<file path="src/rtl/dmem_arbiter_pkg.sv">
`default_nettype none
// ============================================================================
//  Module   : dmem_arbiter_pkg
//  Purpose  : Shared types and helpers for the data-memory arbiter: the
//             arbiter state encoding and the pointer-width helper.
//  Ports    : none (package)
//  Revision : 1.0 - initial release
// ============================================================================
package dmem_arbiter_pkg;

    localparam int STATE_BITS = 3;

    typedef enum logic [STATE_BITS-1:0] {
        IDLE           = 3'd0,
        READ_WAITING   = 3'd1,
        WRITE_WAITING  = 3'd2,
        READ_RELAYING  = 3'd3,
        WRITE_RELAYING = 3'd4
    } state_e;

    // Width of a consumer index; a single consumer still needs one bit.
    function automatic int ptr_bits(input int n);
        return (n > 1) ? $clog2(n) : 1;
    endfunction

endpackage : dmem_arbiter_pkg
`default_nettype wire

</file>
<file path="src/rtl/dmem_arbiter_rr_picker.sv">
`default_nettype none
// ============================================================================
//  Module   : rr_picker
//  Purpose  : Round-robin request picker. Scans the request vector starting
//             at rr_ptr, wrapping from NUM_CONSUMERS-1 back to 0, and reports
//             the first requester found.
//  Ports    : req     - one request bit per consumer
//             rr_ptr  - index where the scan begins
//             found   - at least one request is pending
//             index   - first requesting consumer at or after rr_ptr
//  Revision : 1.0 - initial release
// ============================================================================
module rr_picker #(
    parameter int NUM_CONSUMERS = 4,
    parameter int PTR_BITS      = 2
) (
    input  logic [NUM_CONSUMERS-1:0] req,
    input  logic [PTR_BITS-1:0]      rr_ptr,
    output logic                     found,
    output logic [PTR_BITS-1:0]      index
);

    int                  cand;
    logic [PTR_BITS-1:0] cand_idx;

    // Walk the scan order backwards so the last hit written is the one
    // closest to rr_ptr.
    always_comb begin
        found    = 1'b0;
        index    = '0;
        cand     = 0;
        cand_idx = '0;
        for (int i = NUM_CONSUMERS - 1; i >= 0; i--) begin
            cand = int'(rr_ptr) + i;
            if (cand >= NUM_CONSUMERS) begin
                cand = cand - NUM_CONSUMERS;
            end
            cand_idx = PTR_BITS'(cand);
            if (req[cand_idx]) begin
                found = 1'b1;
                index = cand_idx;
            end
        end
    end

endmodule : rr_picker
`default_nettype wire

</file>
<file path="src/rtl/dmem_arbiter.sv">
`default_nettype none
// ============================================================================
//  Module   : dmem_arbiter
//  Purpose  : Shares one memory read/write channel between NUM_CONSUMERS
//             load/store units with round-robin fairness. One transaction is
//             in flight at a time: grant, wait for memory, relay completion
//             until the consumer withdraws its request.
//  Ports    : clk, reset (async, active low)
//             consumer_read/write_valid, _address, consumer_write_data (in)
//             consumer_read/write_ready, consumer_read_data            (out)
//             mem_read/write_valid, _address, mem_write_data           (out)
//             mem_read/write_ready, mem_read_data                      (in)
//             busy - arbiter is not idle
//  Revision : 1.0 - initial release
// ============================================================================
module dmem_arbiter
    import dmem_arbiter_pkg::*;
#(
    parameter int NUM_CONSUMERS = 4,
    parameter int ADDR_BITS     = 8,
    parameter int DATA_BITS     = 8
) (
    input  logic                                     clk,
    input  logic                                     reset,
    input  logic [NUM_CONSUMERS-1:0]                 consumer_read_valid,
    input  logic [NUM_CONSUMERS-1:0][ADDR_BITS-1:0]  consumer_read_address,
    output logic [NUM_CONSUMERS-1:0]                 consumer_read_ready,
    output logic [NUM_CONSUMERS-1:0][DATA_BITS-1:0]  consumer_read_data,
    input  logic [NUM_CONSUMERS-1:0]                 consumer_write_valid,
    input  logic [NUM_CONSUMERS-1:0][ADDR_BITS-1:0]  consumer_write_address,
    input  logic [NUM_CONSUMERS-1:0][DATA_BITS-1:0]  consumer_write_data,
    output logic [NUM_CONSUMERS-1:0]                 consumer_write_ready,
    output logic                                     mem_read_valid,
    output logic [ADDR_BITS-1:0]                     mem_read_address,
    input  logic                                     mem_read_ready,
    input  logic [DATA_BITS-1:0]                     mem_read_data,
    output logic                                     mem_write_valid,
    output logic [ADDR_BITS-1:0]                     mem_write_address,
    output logic [DATA_BITS-1:0]                     mem_write_data,
    input  logic                                     mem_write_ready,
    output logic                                     busy
);

    localparam int                  PTR_BITS = ptr_bits(NUM_CONSUMERS);
    localparam logic [PTR_BITS-1:0] LAST_IDX = PTR_BITS'(NUM_CONSUMERS - 1);

    state_e                                 state_q, state_d;
    logic [PTR_BITS-1:0]                    rr_ptr_q, rr_ptr_d;
    logic [PTR_BITS-1:0]                    grant_q, grant_d;
    logic                                   mem_read_valid_q, mem_read_valid_d;
    logic [ADDR_BITS-1:0]                   mem_read_address_q, mem_read_address_d;
    logic                                   mem_write_valid_q, mem_write_valid_d;
    logic [ADDR_BITS-1:0]                   mem_write_address_q, mem_write_address_d;
    logic [DATA_BITS-1:0]                   mem_write_data_q, mem_write_data_d;
    logic [NUM_CONSUMERS-1:0]               rd_ready_q, rd_ready_d;
    logic [NUM_CONSUMERS-1:0]               wr_ready_q, wr_ready_d;
    logic [NUM_CONSUMERS-1:0][DATA_BITS-1:0] rd_data_q, rd_data_d;

    logic [NUM_CONSUMERS-1:0] pick_req;
    logic                     pick_found;
    logic [PTR_BITS-1:0]      pick_idx;

    assign pick_req = consumer_read_valid | consumer_write_valid;

    rr_picker #(
        .NUM_CONSUMERS (NUM_CONSUMERS),
        .PTR_BITS      (PTR_BITS)
    ) u_rr_picker (
        .req    (pick_req),
        .rr_ptr (rr_ptr_q),
        .found  (pick_found),
        .index  (pick_idx)
    );

    always_comb begin
        state_d             = state_q;
        rr_ptr_d            = rr_ptr_q;
        grant_d             = grant_q;
        mem_read_valid_d    = mem_read_valid_q;
        mem_read_address_d  = mem_read_address_q;
        mem_write_valid_d   = mem_write_valid_q;
        mem_write_address_d = mem_write_address_q;
        mem_write_data_d    = mem_write_data_q;
        rd_ready_d          = rd_ready_q;
        wr_ready_d          = wr_ready_q;
        rd_data_d           = rd_data_q;

        case (state_q)
            IDLE: begin
                if (pick_found) begin
                    grant_d = pick_idx;
                    // A consumer asking for both gets its read first; the
                    // write stays pending and competes on a later scan.
                    if (consumer_read_valid[pick_idx]) begin
                        mem_read_valid_d   = 1'b1;
                        mem_read_address_d = consumer_read_address[pick_idx];
                        state_d            = READ_WAITING;
                    end else begin
                        mem_write_valid_d   = 1'b1;
                        mem_write_address_d = consumer_write_address[pick_idx];
                        mem_write_data_d    = consumer_write_data[pick_idx];
                        state_d             = WRITE_WAITING;
                    end
                end
            end

            READ_WAITING: begin
                if (mem_read_ready) begin
                    mem_read_valid_d   = 1'b0;
                    rd_data_d[grant_q] = mem_read_data;
                    rd_ready_d[grant_q] = 1'b1;
                    state_d            = READ_RELAYING;
                end
            end

            WRITE_WAITING: begin
                if (mem_write_ready) begin
                    mem_write_valid_d   = 1'b0;
                    wr_ready_d[grant_q] = 1'b1;
                    state_d             = WRITE_RELAYING;
                end
            end

            READ_RELAYING: begin
                if (!consumer_read_valid[grant_q]) begin
                    rd_ready_d = '0;
                    rr_ptr_d   = (grant_q == LAST_IDX) ? '0 : grant_q + PTR_BITS'(1);
                    state_d    = IDLE;
                end
            end

            WRITE_RELAYING: begin
                if (!consumer_write_valid[grant_q]) begin
                    wr_ready_d = '0;
                    rr_ptr_d   = (grant_q == LAST_IDX) ? '0 : grant_q + PTR_BITS'(1);
                    state_d    = IDLE;
                end
            end

            default: begin
                state_d = IDLE;
            end
        endcase
    end

    always_ff @(posedge clk or negedge reset) begin
        if (!reset) begin
            state_q             <= IDLE;
            rr_ptr_q            <= '0;
            grant_q             <= '0;
            mem_read_valid_q    <= 1'b0;
            mem_read_address_q  <= '0;
            mem_write_valid_q   <= 1'b0;
            mem_write_address_q <= '0;
            mem_write_data_q    <= '0;
            rd_ready_q          <= '0;
            wr_ready_q          <= '0;
            rd_data_q           <= '0;
        end else begin
            state_q             <= state_d;
            rr_ptr_q            <= rr_ptr_d;
            grant_q             <= grant_d;
            mem_read_valid_q    <= mem_read_valid_d;
            mem_read_address_q  <= mem_read_address_d;
            mem_write_valid_q   <= mem_write_valid_d;
            mem_write_address_q <= mem_write_address_d;
            mem_write_data_q    <= mem_write_data_d;
            rd_ready_q          <= rd_ready_d;
            wr_ready_q          <= wr_ready_d;
            rd_data_q           <= rd_data_d;
        end
    end

    assign consumer_read_ready  = rd_ready_q;
    assign consumer_write_ready = wr_ready_q;
    assign consumer_read_data   = rd_data_q;
    assign mem_read_valid       = mem_read_valid_q;
    assign mem_read_address     = mem_read_address_q;
    assign mem_write_valid      = mem_write_valid_q;
    assign mem_write_address    = mem_write_address_q;
    assign mem_write_data       = mem_write_data_q;
    // Decoded from the state register so reset clears it without a clock.
    assign busy                 = (state_q != IDLE);

endmodule : dmem_arbiter
`default_nettype wire

</file>
<file path="config.mk">
export PLATFORM = sky130hd
export DESIGN_NAME = dmem_arbiter
export DESIGN_NICKNAME = d
export VERILOG_FILES = /design/src/rtl/dmem_arbiter_pkg.sv /design/src/rtl/dmem_arbiter_rr_picker.sv /design/src/rtl/dmem_arbiter.sv
export SDC_FILE = /design/constraint.sdc
export NUM_CORES = 1
export LEC_CHECK = 0
export ABC_AREA = 1
export CAP_MARGIN = 0
export CORE_MARGIN = 2
export CORE_UTILIZATION = 48
export CTS_BUF_LIST = sky130_fd_sc_hd__clkbuf_4 sky130_fd_sc_hd__clkbuf_8
export DETAILED_ROUTE_END_ITERATION = 10
export GPL_ROUTABILITY_DRIVEN = 0
export PLACE_DENSITY_LB_ADDON = 0.12
export SLEW_MARGIN = 20
export SYNTH_ARGS = -nofsm -noshare
export SYNTH_HDL_FRONTEND = slang
export SYNTH_SLANG_ARGS = --single-unit
</file>
<file path="constraint.sdc">
create_clock -name clk -period 4.9 [get_ports clk]
set_input_delay 0.49 -clock clk [delete_from_list [all_inputs] [get_ports clk]]
set_output_delay 0.49 -clock clk [all_outputs]
set_load 0.02 [all_outputs]
</file>
Word-level counts from Yosys, hierarchy flattened
Index checks and enable logic that the tools add are counted.

storage, ports and cells
  register bits after elaboration = 73
  input bits = 116
  logic and storage cells = 129
  output and inout bits = 67

cells by class
  equality and inequality tests = 12
  add/sub/neg operators = 8
  reduce and logical (&&, ||, !) cells = 18
  muxes and demuxes = 62
  order comparisons = 11
  bitwise gates (word level) = 4

operators by type and width
  operator               count
  $bmux W8 S2            3
  $bwmux W32             1
  $mux W8                4
  $mux W2                12
  $lt A2 B3 Y1 const B   6
  $mux W1                18
  $demux W8 S2           1
  $mux W4                4
  $pmux W4 S2            2
  $mux W3                5
  $pmux W3 S5            1
  $reduce_and A3 Y1      5
  $bmux W1 S2            7
  $ne A2 B2 Y1 const B   7
  $or A4 B4 Y4           3
  $reduce_bool A2 Y1     5
  $ge A3 B3 Y1 const B   3
  $reduce_and A4 Y1      2
  $sub A2 B1 Y2 const B  4
  $add A2 B2 Y3 const B  2
  $eq A3 B2 Y1 const B   2
  $reduce_and A5 Y1      1
  $pmux W1 S2            2
  $pmux W2 S2            1
  other kinds (13)       14

Logic depth before layout (Yosys ltp)
Gate-level depths: netlist of run 1.

  depth after elaboration = 14
  mapped depth = 17
  mapped depth without buffers = 16

Hierarchy
A second synthesis of run 1 with hierarchy kept.

second synthesis, totals
  cells, all modules = 539
  area total of the unflattened synthesis = 4100.2 µm²

by module, submodules not included
  module        sequential area each (µm²)  instances  area each (µm²)  cells each
  dmem_arbiter  1826.8                      1          3887.5           493
  rr_picker     0.0                         1          212.7            46

Worst setup path before layout of run 1
OpenSTA, ideal clock, no wires.

  path kind = input-to-reg
  start point = input port consumer_write_valid[3]
  end point = register mem_write_address_q[0], in the netlist mem_write_address[0]
  stages = 15
  setup time = 0.119 ns
  data arrival time = 1.794 ns
  required time = 4.781 ns
  slack = 2.987 ns
  cells stage by stage = nor2_1 nand2_1 nand2_1 nand2_1 nand2_1 nand2_1 nand2_1 nand2_4 nand3_1 nand3_2 nand2_4 nand3_4 buf_6 nand2_1 nand2_1

on the way
  word-level cells in the longest chain between the ends = 11
  elaborated cells between the ends (all ways) = 23
  classes of those cells = mux: 20; bitwise: 2; reduce/logical: 1

RTL lines
  element                        RTL line                      source
  start: declaration             dmem_arbiter.sv:29            input logic [NUM_CONSUMERS-1:0] consumer_write_valid,
  $or A4 B4 Y4 *                 dmem_arbiter.sv:63            assign pick_req = consumer_read_valid | consumer_write_valid;
  $bmux W1 S2                    dmem_arbiter_rr_picker.sv:39  if (req[cand_idx]) begin
  $mux W1 (not written as such)  dmem_arbiter_rr_picker.sv:39
  $mux W2 (4 in a row)           dmem_arbiter_rr_picker.sv:39
  $bmux W1 S2                    dmem_arbiter.sv:94            if (consumer_read_valid[pick_idx]) begin
  $mux W1 (not written as such)  dmem_arbiter.sv:94
  $not A1 Y1 (no line)           --
  $reduce_and A3 Y1 (no line)    --
  end signal: assignment         dmem_arbiter.sv:166           mem_write_address_q <= mem_write_address_d;
  end: declaration               dmem_arbiter.sv:53            logic [ADDR_BITS-1:0] mem_write_address_q, mem_write_address_d;

Mark *: on every way between the ends. The rest lies on a longest branch, timed or not. The select of a mux whose other input is x is not followed.
A chain may end at the register's enable or synchronous reset.

Worst setup path in the final report of run 1
  start point = input port consumer_read_valid[1]
  end point = register mem_read_address_q[1], in the netlist mem_read_address[1]

on the way
  word-level cells in the longest chain between the ends = 10
  elaborated cells between the ends (all ways) = 22
  classes of those cells = mux: 20; bitwise: 1; reduce/logical: 1

RTL lines
  element                        RTL line                      source
  start: declaration             dmem_arbiter.sv:25            input logic [NUM_CONSUMERS-1:0] consumer_read_valid,
  $or A4 B4 Y4                   dmem_arbiter.sv:63
  $bmux W1 S2                    dmem_arbiter_rr_picker.sv:39
  $mux W1 (not written as such)  dmem_arbiter_rr_picker.sv:39
  $mux W2 (4 in a row)           dmem_arbiter_rr_picker.sv:39
  $bmux W1 S2                    dmem_arbiter.sv:94
  $mux W1 (not written as such)  dmem_arbiter.sv:94
  $reduce_and A3 Y1 (no line)    --
  end signal: assignment         dmem_arbiter.sv:164           mem_read_address_q <= mem_read_address_d;
  end: declaration               dmem_arbiter.sv:51            logic [ADDR_BITS-1:0] mem_read_address_q, mem_read_address_d;

Parallel ways exist; a longest one is shown, timed or not. The select of a mux whose other input is x is not followed.

==> flow_summary_export.csv, run 1 <==
group,metric,value,unit
run_status,outcome,"completed",
grt,track_usage,25.8,%
synthesis,yosys-top-cells-count,"nand2_1, inv_1, nand3_1",
power,intPower,2.22,mW
synthesis,ys_types,27,
grt,grt_pass1_wl,20800,um
routing,firstDrtPassIters,6,
final_layout,fin_util,72.9,%
synthesis,seq_area_frac_synth,41.6,%
place,portBuffers,182,
critical_path,rr_endpoint,"mem_read_address[1]",
synthesis,synthTopCellsByArea,"dfrtp_1, nand2_1, inv_1",
power,clock_power_share,12.6,%
timing,setup_ws,1.41,ns
floorplanning,dieArea,9920,um^2
timing,max_slew.worst_pin.slew,0.900,ns
critical_path,cp-end-kind,"flop",
routing,wire_per_inst,13.7,um
final_layout,antenna_cells,0,
timing,post-route-min-period,3.49,ns
synthesis,yosysMostFrequentCell,"nand2_1",
floorplanning,dieWidth,99.6,um
synthesis,avgSynthCellArea,6.83,um^2
grt,grt_start_max_net_pins,74,
timing,slew_violations,0,
cts,path_clk_slew,0.08,ns
job,cap_violations,0,
cts,clock-sinks,73,
critical_path,crit_fanout,36,
power,p_comb_share,61.4,%
grt,grt_pass1_vias,4591,
grt,grt-ovfl-total,0,
place,dp_hpwl,9470,um
synthesis,ys.flop_type,"dfrtp_1",
cts,clock_path_buffers,2,
timing,rsz0062_at_grt,"no",
timing,hold_violations,0,
routing,routed_wirelength,12600,um
worst_hold_path,holdCritPathClass,"in -> async",
critical_path,reg2regPathDepth,14,
cts,tritoncts,"built",
power,p_seq_share,26.0,%
synthesis,synth-seq-cells,73,
timing,fin_skew,0.0124,ns
power,switching_share,47.6,%
routing,drc,0,
synthesis,yosysTopAreaCellShare,41.6,%
synthesis,async_flop_share,100,%
synthesis,synth-edff-count,0,
cts,cts_root_buffer,"clkbuf_8",
final_layout,area_delta_synth_final,46.4,%
critical_path,startpoint_type,"input pin",
cts,cts_max_level,3,
final_layout,stdcell_area,6420,um^2
cts,post_cts_buffers,0,
routing,drt_iter0_markers,221,
routing,postRouteAntennaNets,0,
cts,insertion_delay,0.34,ns
floorplanning,core_region_area,8810,um^2
grt,antenna_found_initial,0,
power,switchingPower,2.02,mW
floorplanning,die_h,99.6,um
timing,fin_tns_setup,0,ns
final_layout,drive_gt1_share,3.69,%
routing,vias,4675,
power,p_leak,3.35,nW
timing,relSlewSlack,40.0,%
floorplanning,ios,183,
place,dpl_cell_area,6200,um^2
synthesis,synth_cells,642,
critical_path,worstReg2RegStart,"rr_ptr_q[0]",
final_layout,finalNetCount,928,
critical_path,cp.arrival,3.78,ns
timing,fmax,0.286,GHz
floorplanning,fp-row-count,34,
synthesis,synth_top_area_cell,"dfrtp_1",
power,ir_drop,0.000358,V
critical_path,cp_data_required_time,5.19,ns
synthesis,synthesis.area,4390,um^2
timing,setup_viol_count_final,0,
cts,hold_buffers,0,
power,p_per_area,661,nW/um^2
timing,fin_crit_sh,71.3,%
synthesis,syn-num-nets,762,
synthesis,yosysWarnings,0,
timing,hold_slack,0.251,ns
cts,numCtsBuffers,9,
cts,post_cts_resized,0,
critical_path,ff2ff_setup_slack,1.50,ns
floorplanning,start_util,49.8,%
routing,via_per_inst,5.08,
place,dp_slack,1.15,ns
critical_path,crit_type,"in -> reg",
[power groups by stage]
stage	sequential, mW	clock [mW]	combinational [mW]
after floorplan	1.39	0	1.40
after CTS	1.11	0.543	2.61
after detailed placement	1.11	0	2.60
after global routing	1.14	0.570	2.90
final	1.11	0.535	2.61
after global placement	1.11	0	2.54
[cells by family after synthesis]
| group | count (synthesis) | synth area share, % |
|---|---|---|
| buffers and inverters | 147 | 13.7 |
| adders and majority gates | 4 | 1.14 |
| AOI/OAI and AO/OA | 94 | 11.1 |
| DFF | 73 | 41.6 |
| and+or+nand+nor | 324 | 32.3 |
[per-stage QoR]
stage                     total power, mW  instances
after floorplan                      2.79        642
after global placement               3.65        905
after detailed placement             3.71        905
after CTS                            4.26        921
after global routing                 4.62        921
final                                4.25        921
[layout make-up]
| type | instances | area, um^2 |
|---|---|---|
| clock inverter | 7 | 103 |
| fill | 714 | 2380 |
| sequential | 73 | 1830 |
| timing repair buffer | 184 | 1830 |
| tap | 108 | 135 |
| multi-input combinational | 422 | 1960 |
| inverter | 118 | 443 |
| clock buffer | 9 | 124 |
[how the worst max path moves through the flow]
stage / from / to / slack (ns) / cells after the start
after floorplan: consumer_write_valid[3] / mem_write_address[0] / 2.99 / 15
after global placement: consumer_read_valid[1] / mem_read_address[5] / 1.24 / 15
after detailed placement: consumer_read_valid[1] / mem_read_address[7] / 1.15 / 15
after CTS: consumer_read_valid[1] / mem_read_address[7] / 1.51 / 15
after global routing: consumer_read_valid[1] / mem_read_address[1] / 1.02 / 14
final: consumer_read_valid[1] / mem_read_address[1] / 1.41 / 14
[routing by layer]
metal,up-vias,share of wire (%),routed length [um],GRT usage [%]
met3,34,6.7,843,5.69
met1,2121,41,5150,31.9
met4,0,3.0,382,8.96
met2,181,49,6200,44.5
li1,2339,-,-,-
met5,-,0,0,0
[cell usage in the layout, fill, tap and decap left out, drive strengths merged, types with 2 or more instances in the layout]
cell,netlist,final
ha,4,4
inv,118,120
clkinv,0,2
clkbuf,16,9
nor2,20,20
buf,13,3
o21ai,68,68
dfrtp,73,73
o22ai,2,2
nand2,204,204
clkdlybuf4s50,0,181
nand4,16,16
nand3,81,81
a21oi,19,19
bufinv,0,2
[worst max-delay path: stages]
cell	delay, ns
clkdlybuf4s50_1	0.48
nor2_1	0.18
nand2_1	0.09
nand3_1	0.11
nand2_1	0.07
nand2_1	0.10
nand3_2	0.55
nand2_4	0.54
nand2_1	0.14
nand3_2	0.12
nand3_1	0.37
inv_1	0.36
nand2_1	0.10
nand2_1	0.06
[state kept, by name, summed over array words and instances (netlist names)]
signal and count:
consumer_read_data 32, rr_ptr_q 2, mem_read_valid 1, mem_write_data 8
consumer_write_ready 4, mem_read_address 8, state_q 3, grant_q 2
consumer_read_ready 4, mem_write_valid 1, mem_write_address 8
Power figures use the tool's default switching activity.
==> run 2: changes to the inputs <==
- CORE_UTILIZATION: 48 -> 40
- clock period: 4.9 -> 2.9 ns (I/O delays scaled with it)
==> run 2 against run 1 <==
Register-to-register slack got worse by 1.1 ns. Core utilization decreased by 13 points. First-iteration DRC count increased by 39%.
==> flow_summary_export.csv, run 2 (same netlist as run 1, synthesis figures left out) <==
group,metric,value,unit
timing,relSlewSlack,38.2,%
critical_path,cpPeakStageDelay,0.56,ns
final_layout,ff_latch_area,1830,um^2
timing,fin_crit_sh,85.0,%
final_layout,n_fill_cell,1042,
critical_path,crit_fanout,66,
final_layout,area_delta_synth_final,47.8,%
cts,numCtsBuffers,9,
grt,grt_pass1_vias,4676,
cts,clock_path_buffers,2,
routing,wire_per_inst,14.1,um
cts,hold_buffers,0,
floorplanning,dieWidth,109,um
final_layout,fin_util,60.1,%
final_layout,final_cell_mix,"nand2_1, clkdlybuf4s50_1, inv_1",
critical_path,crit_type,"reg -> reg",
power,p_per_area,1110,nW/um^2
floorplanning,ios,183,
critical_path,cp.arrival,2.70,ns
final_layout,multi_input_area,1960,um^2
timing,fin_tns_setup,0,ns
critical_path,crit_path_start,"rr_ptr_q[0]",
critical_path,cp_data_required_time,3.13,ns
final_layout,finalNetCount,934,
timing,hold_violations,0,
run_status,outcome,"completed",
place,dp_hpwl,9910,um
final_layout,largest_reg_flops,32,
cts,post_cts_buffers,0,
timing,fmax,0.406,GHz
grt,grt-ovfl-total,0,
power,p_leak,3.36,nW
cts,tritoncts,"built",
timing,max_slew.worst_pin.slew,0.927,ns
floorplanning,dieArea,11800,um^2
cts,cts_root_buffer,"clkbuf_8",
final_layout,drive_gt1_share,4.52,%
routing,vias,4715,
floorplanning,core_region_area,10800,um^2
floorplanning,start_util,40.6,%
grt,grt_start_max_net_pins,74,
cts,insertion_delay,0.35,ns
timing,post-route-min-period,2.47,ns
timing,slew_violations,0,
routing,routed_wirelength,13500,um
floorplanning,die_h,109,um
critical_path,worstReg2RegStart,"rr_ptr_q[0]",
grt,track_usage,23.6,%
routing,via_per_inst,4.92,
critical_path,crit_family,"simple AND/OR/NAND/NOR gates",
critical_path,startpoint_type,"flop",
power,total_power,7.19,mW
cts,cts_max_level,3,
timing,setup_viol_count_final,0,
critical_path,worst-path-buf-inv,2,
final_layout,layout_commonest_cell,"nand2_1",
critical_path,crit_top_cell,"nand2_1",
cts,path_clk_slew,0.09,ns
worst_hold_path,holdCritPathClass,"in -> async",
job,cap_violations,0,
routing,drt_iter0_markers,307,
critical_path,cp-end-kind,"flop",
cts,clock-sinks,73,
critical_path,cp_slowest_cell,"dfrtp_1",
power,ir_drop,0.000763,V
cts,post_cts_resized,0,
floorplanning,fp-row-count,38,
critical_path,cp_cell_sequence,"inv_2, nand2_1, nand2_1, and2_1, nor2_1, nand2_4, nand2_4, buf_4, a21oi_1, o21ai_0, nand2_1, nand2_1, nand2_1",
final_layout,antenna_cells,0,
timing,rsz0062_at_grt,"no",
place,portBuffers,182,
routing,firstDrtPassIters,4,
grt,grt_pass1_wl,22000,um
timing,hold_slack,0.0516,ns
routing,postRouteAntennaNets,0,
timing,fin_skew,0.0151,ns
routing,drc,0,
grt,antenna_found_initial,0,
run 2: cell types whose count changed in the layout (fill, tap and decap cells not counted), sizes merged:
cell / previous run / this run
clkinv: 2 / 1
buf: 3 / 9
inv: 120 / 121
clkinvlp: 1 / 2
bufinv: 2 / 1
run 2: worst register-to-register path, stage by stage (launching register included):
cell     delay [ns]
dfrtp_1        0.56
inv_2          0.12
nand2_1        0.11
nand2_1        0.07
and2_1         0.17
nor2_1         0.18
nand2_4        0.10
nand2_4        0.07
buf_4          0.49
a21oi_1        0.16
o21ai_0        0.11
nand2_1        0.07
nand2_1        0.06
nand2_1        0.08
run 2: worst paths after layout:
path | endpoint | slack, ns | depth (start not counted)
worst max-delay path | mem_read_address[1] | 0.43 | 13
worst min-delay path | mem_read_address[7] | 0.05 | 1
worst max register to register | mem_read_address[1] | 0.43 | 13
worst min register to register | consumer_read_data[21] | 0.49 | 2
max in group asynchronous | consumer_read_ready[2] | 2.22 | 1
min in group clk | consumer_read_data[21] | 0.49 | 2
run 2: layer usage:
layer  share of wire [%]  GRT usage [%]  wire (um)  up-vias
li1                    -              -          -     2351
met2                  49           41.5       6640      143
met3                 5.5           5.08        745       26
met5                   0              0          0        -
met1                  42           28.1       5690     2195
met4                 3.0           8.97        410        0
run 2: where the power goes:
group          switching, mW  internal (mW)
clock                  0.427          0.405
sequential             0.345           1.52
combinational           2.68           1.80
total                   3.46           3.73
run 2: final cells by class:
class                           instances  area share (%)
Inverter                              118            6.83
Sequential cell                        73            28.2
Tap cell                              140            2.70
Timing Repair Buffer                  190            29.0
Clock buffer                            9            1.91
Clock inverter                          7            1.18
Multi-Input combinational cell        422            30.2
run 2: stage by stage:
stage               area, um^2  worst slack [ns]  cells
global placement          6280             0.316    943
CTS                       6480             0.469    959
floorplan                 4390              1.04    642
finish                    6480             0.435    959
global route              6480             0.202    959
detailed placement        6280             0.221    943
